**src/rtl/digit_pkg.sv**
```systemverilog
`default_nettype none
// ============================================================================
//  Module      : digit_pkg
//  Description : Shared types and default frame geometry for the digit
//                bounding-box detector.
//  Revision    : 1.0 - initial release
// ============================================================================
package digit_pkg;

    // Default active frame geometry (pixels per line, lines per frame)
    localparam int H_ACT_DEF = 640;
    localparam int V_ACT_DEF = 480;

    // Pixel coordinate as delivered by the timing generator
    typedef logic [11:0] coord_t;

    // Frame-tracking state machine
    typedef enum logic [1:0] {
        WAIT   = 2'd0,
        SCAN   = 2'd1,
        COMMIT = 2'd2,
        BLANK  = 2'd3
    } bbox_state_t;

endpackage
`default_nettype wire

```
**src/rtl/sync_edge_det.sv**
```systemverilog
`default_nettype none
// ============================================================================
//  Module      : sync_edge_det
//  Description : Registers a 1-bit input once and produces registered,
//                single-cycle rise/fall pulses (1 clk after the transition).
//  Ports       : tft_vclk  in  clock
//                rst_n     in  asynchronous active-low reset
//                i_d       in  level to watch
//                o_rise    out pulse, i_d went 0->1
//                o_fall    out pulse, i_d went 1->0
//  Revision    : 1.0 - initial release
// ============================================================================
module sync_edge_det (
    input  logic tft_vclk,
    input  logic rst_n,
    input  logic i_d,
    output logic o_rise,
    output logic o_fall
);

    logic r_q;
    logic r_rise;
    logic r_fall;

    always_ff @(posedge tft_vclk or negedge rst_n) begin
        if (!rst_n) begin
            r_q    <= 1'b0;
            r_rise <= 1'b0;
            r_fall <= 1'b0;
        end else begin
            r_q    <= i_d;
            r_rise <= i_d & ~r_q;
            r_fall <= ~i_d & r_q;
        end
    end

    assign o_rise = r_rise;
    assign o_fall = r_fall;

endmodule
`default_nettype wire

```
**src/rtl/digit_bbox_detect.sv**
```systemverilog
`default_nettype none
// ============================================================================
//  Module      : digit_bbox_detect
//  Description : Finds the bounding box of all foreground (th_flag=1) pixels
//                of each frame and publishes it on the rising edge of tft_vs,
//                together with th_flag/tft_vs edge pulses and a 3-bit frame
//                counter.
//  Ports       : tft_vclk, rst_n (async, active-low)
//                tft_de, tft_vs, th_flag, hcount[11:0], vcount[11:0]  in
//                hcount_l/r, vcount_l/r [11:0]  box of last completed frame
//                bbox_valid   last completed frame had foreground
//                th_flag_rise/fall, tft_vs_rise/fall  1-clk edge pulses
//                frame_cnt[2:0]  committed frames, modulo 8
//  Options     : BBOX_RUNFILT_EN - only count foreground runs of at least
//                RUN_MIN consecutive pixels within a line.
//  Revision    : 1.0 - initial release
// ============================================================================
module digit_bbox_detect
    import digit_pkg::*;
#(
    parameter int H_ACT   = H_ACT_DEF,
    parameter int V_ACT   = V_ACT_DEF
`ifdef BBOX_RUNFILT_EN
    ,
    parameter int RUN_MIN = 3
`endif
) (
    input  logic       tft_vclk,
    input  logic       rst_n,
    input  logic       tft_de,
    input  logic       tft_vs,
    input  logic       th_flag,
    input  coord_t     hcount,
    input  coord_t     vcount,
    output coord_t     hcount_l,
    output coord_t     hcount_r,
    output coord_t     vcount_l,
    output coord_t     vcount_r,
    output logic       bbox_valid,
    output logic       th_flag_rise,
    output logic       th_flag_fall,
    output logic       tft_vs_rise,
    output logic       tft_vs_fall,
    output logic [2:0] frame_cnt
);

    localparam coord_t c_h_act = coord_t'(H_ACT);
    localparam coord_t c_v_act = coord_t'(V_ACT);

    bbox_state_t r_state, w_state_nxt;
    logic        w_commit, w_clear;
    logic        r_vs_d;
    logic        w_vs_rise, w_vs_fall;
    logic        w_run_ok, w_take;
    coord_t      w_left_x;

    coord_t      r_min_x, r_max_x, r_min_y, r_max_y;
    logic        r_hit;
    coord_t      r_hcount_l, r_hcount_r, r_vcount_l, r_vcount_r;
    logic        r_bbox_valid;
    logic [2:0]  r_frame_cnt;

    // Published edge pulses
    sync_edge_det u_th_edge (
        .tft_vclk (tft_vclk),
        .rst_n    (rst_n),
        .i_d      (th_flag),
        .o_rise   (th_flag_rise),
        .o_fall   (th_flag_fall)
    );

    sync_edge_det u_vs_edge (
        .tft_vclk (tft_vclk),
        .rst_n    (rst_n),
        .i_d      (tft_vs),
        .o_rise   (tft_vs_rise),
        .o_fall   (tft_vs_fall)
    );

    // Local previous-vs level: the FSM needs the unregistered edge so the
    // commit lands on the same clock edge that raises tft_vs_rise.
    always_ff @(posedge tft_vclk or negedge rst_n) begin
        if (!rst_n) r_vs_d <= 1'b0;
        else        r_vs_d <= tft_vs;
    end

    assign w_vs_rise = tft_vs & ~r_vs_d;
    assign w_vs_fall = ~tft_vs & r_vs_d;

`ifdef BBOX_RUNFILT_EN
    localparam int                 c_run_w    = $clog2(RUN_MIN + 1);
    localparam logic [c_run_w-1:0] c_run_full = c_run_w'(RUN_MIN);
    localparam logic [c_run_w-1:0] c_run_one  = c_run_w'(1);

    logic [c_run_w-1:0] r_run, w_run_nxt;
    coord_t             r_vcount_d;

    // Saturating run length of consecutive foreground de pixels in one line
    always_comb begin
        w_run_nxt = '0;
        if (tft_de && th_flag) begin
            if (vcount != r_vcount_d)     w_run_nxt = c_run_one;
            else if (r_run == c_run_full) w_run_nxt = r_run;
            else                          w_run_nxt = r_run + c_run_one;
        end
    end

    always_ff @(posedge tft_vclk or negedge rst_n) begin
        if (!rst_n) begin
            r_run      <= '0;
            r_vcount_d <= '0;
        end else begin
            r_run      <= w_run_nxt;
            r_vcount_d <= vcount;
        end
    end

    // Once the run is long enough, its true start lies RUN_MIN-1 pixels back
    assign w_run_ok = (w_run_nxt == c_run_full);
    assign w_left_x = hcount - coord_t'(RUN_MIN - 1);
`else
    assign w_run_ok = 1'b1;
    assign w_left_x = hcount;
`endif

    assign w_take = (r_state == SCAN) && tft_de && th_flag && w_run_ok
                 && (hcount < c_h_act) && (vcount < c_v_act);

    // FSM: state register
    always_ff @(posedge tft_vclk or negedge rst_n) begin
        if (!rst_n) r_state <= WAIT;
        else        r_state <= w_state_nxt;
    end

    // FSM: next state; results are latched on the edge entering COMMIT
    always_comb begin
        w_state_nxt = r_state;
        w_commit    = 1'b0;
        w_clear     = 1'b0;
        case (r_state)
            WAIT: begin
                w_clear = 1'b1;
                if (w_vs_fall) w_state_nxt = SCAN;
            end
            SCAN: begin
                if (w_vs_rise) begin
                    w_state_nxt = COMMIT;
                    w_commit    = 1'b1;
                end
            end
            COMMIT: w_state_nxt = BLANK;
            BLANK: begin
                w_clear = 1'b1;
                if (w_vs_fall) w_state_nxt = SCAN;
            end
            default: w_state_nxt = WAIT;
        endcase
    end

    // Accumulators
    always_ff @(posedge tft_vclk or negedge rst_n) begin
        if (!rst_n) begin
            r_min_x <= 12'hFFF;
            r_max_x <= '0;
            r_min_y <= 12'hFFF;
            r_max_y <= '0;
            r_hit   <= 1'b0;
        end else if (w_clear) begin
            r_min_x <= 12'hFFF;
            r_max_x <= '0;
            r_min_y <= 12'hFFF;
            r_max_y <= '0;
            r_hit   <= 1'b0;
        end else if (w_take) begin
            if (w_left_x < r_min_x) r_min_x <= w_left_x;
            if (hcount > r_max_x)   r_max_x <= hcount;
            if (vcount < r_min_y)   r_min_y <= vcount;
            if (vcount > r_max_y)   r_max_y <= vcount;
            r_hit <= 1'b1;
        end
    end

    // Published results; an empty frame keeps the previous coordinates
    always_ff @(posedge tft_vclk or negedge rst_n) begin
        if (!rst_n) begin
            r_hcount_l   <= '0;
            r_hcount_r   <= '0;
            r_vcount_l   <= '0;
            r_vcount_r   <= '0;
            r_bbox_valid <= 1'b0;
            r_frame_cnt  <= '0;
        end else if (w_commit) begin
            if (r_hit) begin
                r_hcount_l <= r_min_x;
                r_hcount_r <= r_max_x;
                r_vcount_l <= r_min_y;
                r_vcount_r <= r_max_y;
            end
            r_bbox_valid <= r_hit;
            r_frame_cnt  <= r_frame_cnt + 3'd1;
        end
    end

    assign hcount_l   = r_hcount_l;
    assign hcount_r   = r_hcount_r;
    assign vcount_l   = r_vcount_l;
    assign vcount_r   = r_vcount_r;
    assign bbox_valid = r_bbox_valid;
    assign frame_cnt  = r_frame_cnt;

endmodule
`default_nettype wire

```
**config.mk**
```make
export PLATFORM = sky130hd
export DESIGN_NAME = digit_bbox_detect
export DESIGN_NICKNAME = d
export VERILOG_FILES = /design/src/rtl/digit_pkg.sv /design/src/rtl/sync_edge_det.sv /design/src/rtl/digit_bbox_detect.sv
export SDC_FILE = /design/constraint.sdc
export NUM_CORES = 1
export LEC_CHECK = 0
export ABC_CLOCK_PERIOD_IN_PS = 2000
export CORE_UTILIZATION = 36
export CTS_CLUSTER_DIAMETER = 50
export DETAILED_ROUTE_END_ITERATION = 10
export PLACE_DENSITY = 0.7
export SYNTH_ARGS = -nofsm -noshare
export SYNTH_HDL_FRONTEND = slang
export SYNTH_SLANG_ARGS = --single-unit
```
**constraint.sdc**
```tcl
create_clock -name tft_vclk -period 2 [get_ports tft_vclk]
set_clock_uncertainty 0.2 [all_clocks]
set_input_delay 0.3 -clock tft_vclk [delete_from_list [all_inputs] [get_ports tft_vclk]]
set_output_delay 0.3 -clock tft_vclk [all_outputs]
set_load 0.005 [all_outputs]
```
==> results.ini <==
[placement]
io_buffers=84
post-dp-hpwl_um=11000
dp.cells=965
gp_congestion=0.818

[pwr]
irDropWorstVdd_v=0.000481
p_clk_frac=0.322
sw_frac_of_total=0.304
power.switching_mw=1.63
pwr-share-seq=0.434
power_density_mw_per_mm2=641
p_leak_nw=3.63
finalPower_mw=5.36
p_int_mw=3.73
comb_power_share=0.245

[yosys]
postSynthAreaPerCell_um2=9.61
netlist_instances=611
synth.net_count=688
seq_area_frac_synth=0.469
synth_warnings=0
ys.flop_type=dfrtp_1
synthArstFlopShare=1.00
ys_seq_elements=109
synth_edf_count=0
syn_area_mm2=0.00587
synth_cell_types=50

[worst_setup_path]
crit_family=simple AND/OR/NAND/NOR gates
reg2reg_from=r_state[1]$_DFFE_PN0P_
path_buf_inv=3
required_ps=2030
r2r_setup_slack_ps=-170
arrival_ps=2190
critPathLaunch=r_state[1]$_DFFE_PN0P_
slowest_delay_ps=410
critPathCaptureType=flip-flop
crit_slowest_cell=dfrtp_1
path_cells=inv_2 -> ha_4 -> nor4b_4 -> buf_4 -> and4_4 -> buf_12 -> a21oi_1 -> a31oi_1 -> o21ai_1
crit_type=reg -> reg
worstPathMaxFanout=21
worstSetupStartpointType=flip-flop

[finish]
n_antenna_cell=0
register_area_mm2=0.00276
final_nets=847
nFillCells=1414
drive_gt1_frac=0.281
areaGrowthSynthToFinish_pct=42.3
layoutNonFillerInstCount=991
multiInputGateArea_mm2=0.00308

[die]
io_pins=85
fp.coreArea_mm2=0.0159
die_w_um=130
dieArea_mm2=0.0168
die_h_um=130
start_util=0.370
rows=46

[timing]
maxSlewHeadroom=0.732
clock.fmax_mhz=461
finalHoldViolCount=0
worst_slack_ps=-167
finalCriticalPeriod_ps=2170
setup_violations=48
worst_pin_slew_ps=402
drv_slew=0
rsz0062_at_grt=yes
timing.hold.ws_ps=159
fin_crit_sh=1.08

[flow_run]
maxCapViolations=0

[outcome]
violations=negative setup slack
status=finished with violations

[routing]
post_drt_wl_per_cell_um=16.0
via_per_inst=5.24
drc=0
firstDrtPassIters=5
vias=5193
routed_wl_um=15800
drt_iter0_markers=502
antenna_left=0

[global_route]
grt_max_degree=62
grt_pass1_vias=4808
grt_pass1_wl_um=24500
grt.overflow.total=0
grt_use_total=0.186
grt_antenna_before_repair=0

[cts]
cts.sinks=109
clk_pin_slew_ps=70
cts_buffers=9
clk-insertion-delay-late_ps=350
clockBufferDepth=2
h-tree-depth=3
cts_root_buf=clkbuf_16
cts_tree=built

[worst_hold_path]
hp-class=in -> reg
min_from=vcount[4]

-- state kept, by name, indices dropped and copies added, names as in the netlist, 2 cells and up --
signal	flops
r_max_y	12
vcount_l	12
r_min_y	12
vcount_r	12
hcount_l	12
hcount_r	12
r_max_x	12
frame_cnt	3
r_min_x	12
r_state	2
-- per-stage QoR --
stage	setup WS [ps]	setup TNS [ps]	utilization	instance area, um^2
floorplan	-43.8	-407	-	5960
detailed placement	-685	-28010	0.483	7670
finish	-167	-4470	0.526	8360
global route	-208	-8050	0.526	8360
global placement	-602	-24510	0.483	7670
CTS	-147	-4430	0.512	8130
-- what timing repair did --
item | in CTS | in global routing
hold buffers | 1 | 0
resized for setup | 49 | 36
endpoints found under the setup margin | 78 | 80
hold endpoints to repair | 26 | 0
pin swaps | 12 | 9
setup buffers | 4 | 3
cloned | 0 | 2
-- final timing paths --
path / endpoint / depth (start not counted)
setup / recovery: r_max_x[2]$_DFFE_PN0P_ / 9
hold / removal: r_min_y[4]$_DFFE_PN1P_ / 3
setup reg to reg: r_max_x[2]$_DFFE_PN0P_ / 9
hold reg to reg: u_th_edge.o_rise$_DFF_PN0_ / 1
max in group asynchronous: r_min_y[2]$_DFFE_PN1P_ / 3
min in group asynchronous: vcount_l[3]$_DFFE_PN0P_ / 2
-- cell type report --
class / instances / share of cell area
flip-flops and latches: 109 / 0.330
clock inverters: 6 / 0.00539
multi-input cells: 411 / 0.368
clock buffers: 10 / 0.0286
inverters: 51 / 0.0229
repair buffers: 188 / 0.213
well taps: 216 / 0.0323
-- power groups by stage --
stage          registers (mW)  logic [mW]  clock network (mW)
6_report                 2.33        1.31                1.73
5_1_grt                  2.33        1.42                1.85
4_1_cts                  2.32        1.24                1.77
3_5_place_dp             2.36        1.20                   0
3_3_place_gp             2.36        1.17                   0
2_1_floorplan            2.36       0.575                   0
-- Yosys cell counts, types with 2 or more instances --
cell	instances	share of area
a211o_1	2	0.0030
a211oi_1	5	0.0064
a21o_1	3	0.0038
a21oi_1	55	0.047
a31oi_1	19	0.020
and2_1	2	0.0021
and4_1	3	0.0045
buf_1	9	0.0058
buf_2	10	0.0085
buf_4	3	0.0038
clkbuf_1	15	0.0096
dfrtp_1	85	0.36
dfstp_2	24	0.11
ha_1	48	0.10
inv_1	50	0.032
mux2_2	4	0.0077
nand2_1	79	0.050
nand2b_1	3	0.0032
nand3_1	2	0.0017
nand4_1	28	0.030
nor2_1	6	0.0038
nor2b_1	6	0.0064
nor3_1	7	0.0060
o2111ai_1	19	0.028
o211ai_1	13	0.017
o211ai_2	9	0.019
o21ai_0	73	0.062
o21ai_1	5	0.0043
o311a_1	2	0.0034
or3_1	2	0.0021
-- layer usage --
metal / part of all wire / GRT usage / up-vias
met2: 0.46 / 0.285 / 134
met1: 0.47 / 0.267 / 2509
met4: 0.016 / 0.0588 / 0
li1: - / - / 2530
met5: 0 / 0 / -
met3: 0.051 / 0.0344 / 20
-- kinds of logic (layout without fill, tap and decap cells) --
family | count (synthesis) | in the layout | synth area share
and+or+nand+nor | 145 | 145 | 0.126
adders and majority gates | 48 | 48 | 0.102
DFF | 109 | 109 | 0.469
AOI/OAI and AO/OA | 212 | 212 | 0.226
muxes | 4 | 4 | 0.00767
buffers and inverters | 91 | 255 | 0.0665
xor gates and xnor gates | 2 | 2 | 0.00298
-- cells in the final DEF, fill, tap and decap left out, types with 3 or more instances in the layout --
| cell type | count |
|---|---|
| ha_1 | 31 |
| inv_2 | 11 |
| o211ai_2 | 9 |
| dlygate4sd2_1 | 9 |
| nand2b_1 | 3 |
| dfstp_2 | 24 |
| a21oi_1 | 52 |
| o2111ai_1 | 19 |
| nand2_1 | 78 |
| a21oi_2 | 3 |
| buf_6 | 7 |
| dlymetal6s2s_1 | 4 |
| a31oi_1 | 19 |
| o21ai_1 | 23 |
| mux2_2 | 4 |
| a21o_1 | 3 |
| a211oi_2 | 3 |
| buf_4 | 87 |
| nor2_1 | 5 |
| ha_4 | 17 |
| o21ai_2 | 3 |
| clkbuf_16 | 10 |
| nor3_2 | 4 |
| clkdlybuf4s50_1 | 70 |
| nand4_1 | 28 |
| nor2b_1 | 6 |
| o21ai_0 | 53 |
| inv_1 | 40 |
| buf_12 | 9 |
| nor3_4 | 4 |
| o211ai_1 | 13 |
| dfrtp_1 | 85 |
-- worst register-to-register path: cells and delay by family, from the launching register on --
| kind | cells | cell delay [ps] |
|---|---|---|
| adder cells (fa/ha/maj) | 1 | 130 |
| flip-flops | 1 | 410 |
| AO/OA/AOI/OAI | 3 | 360 |
| buffers and inverters | 3 | 410 |
| AND/OR/NAND/NOR | 2 | 530 |
No activity file was read; power rests on OpenSTA's default activity.
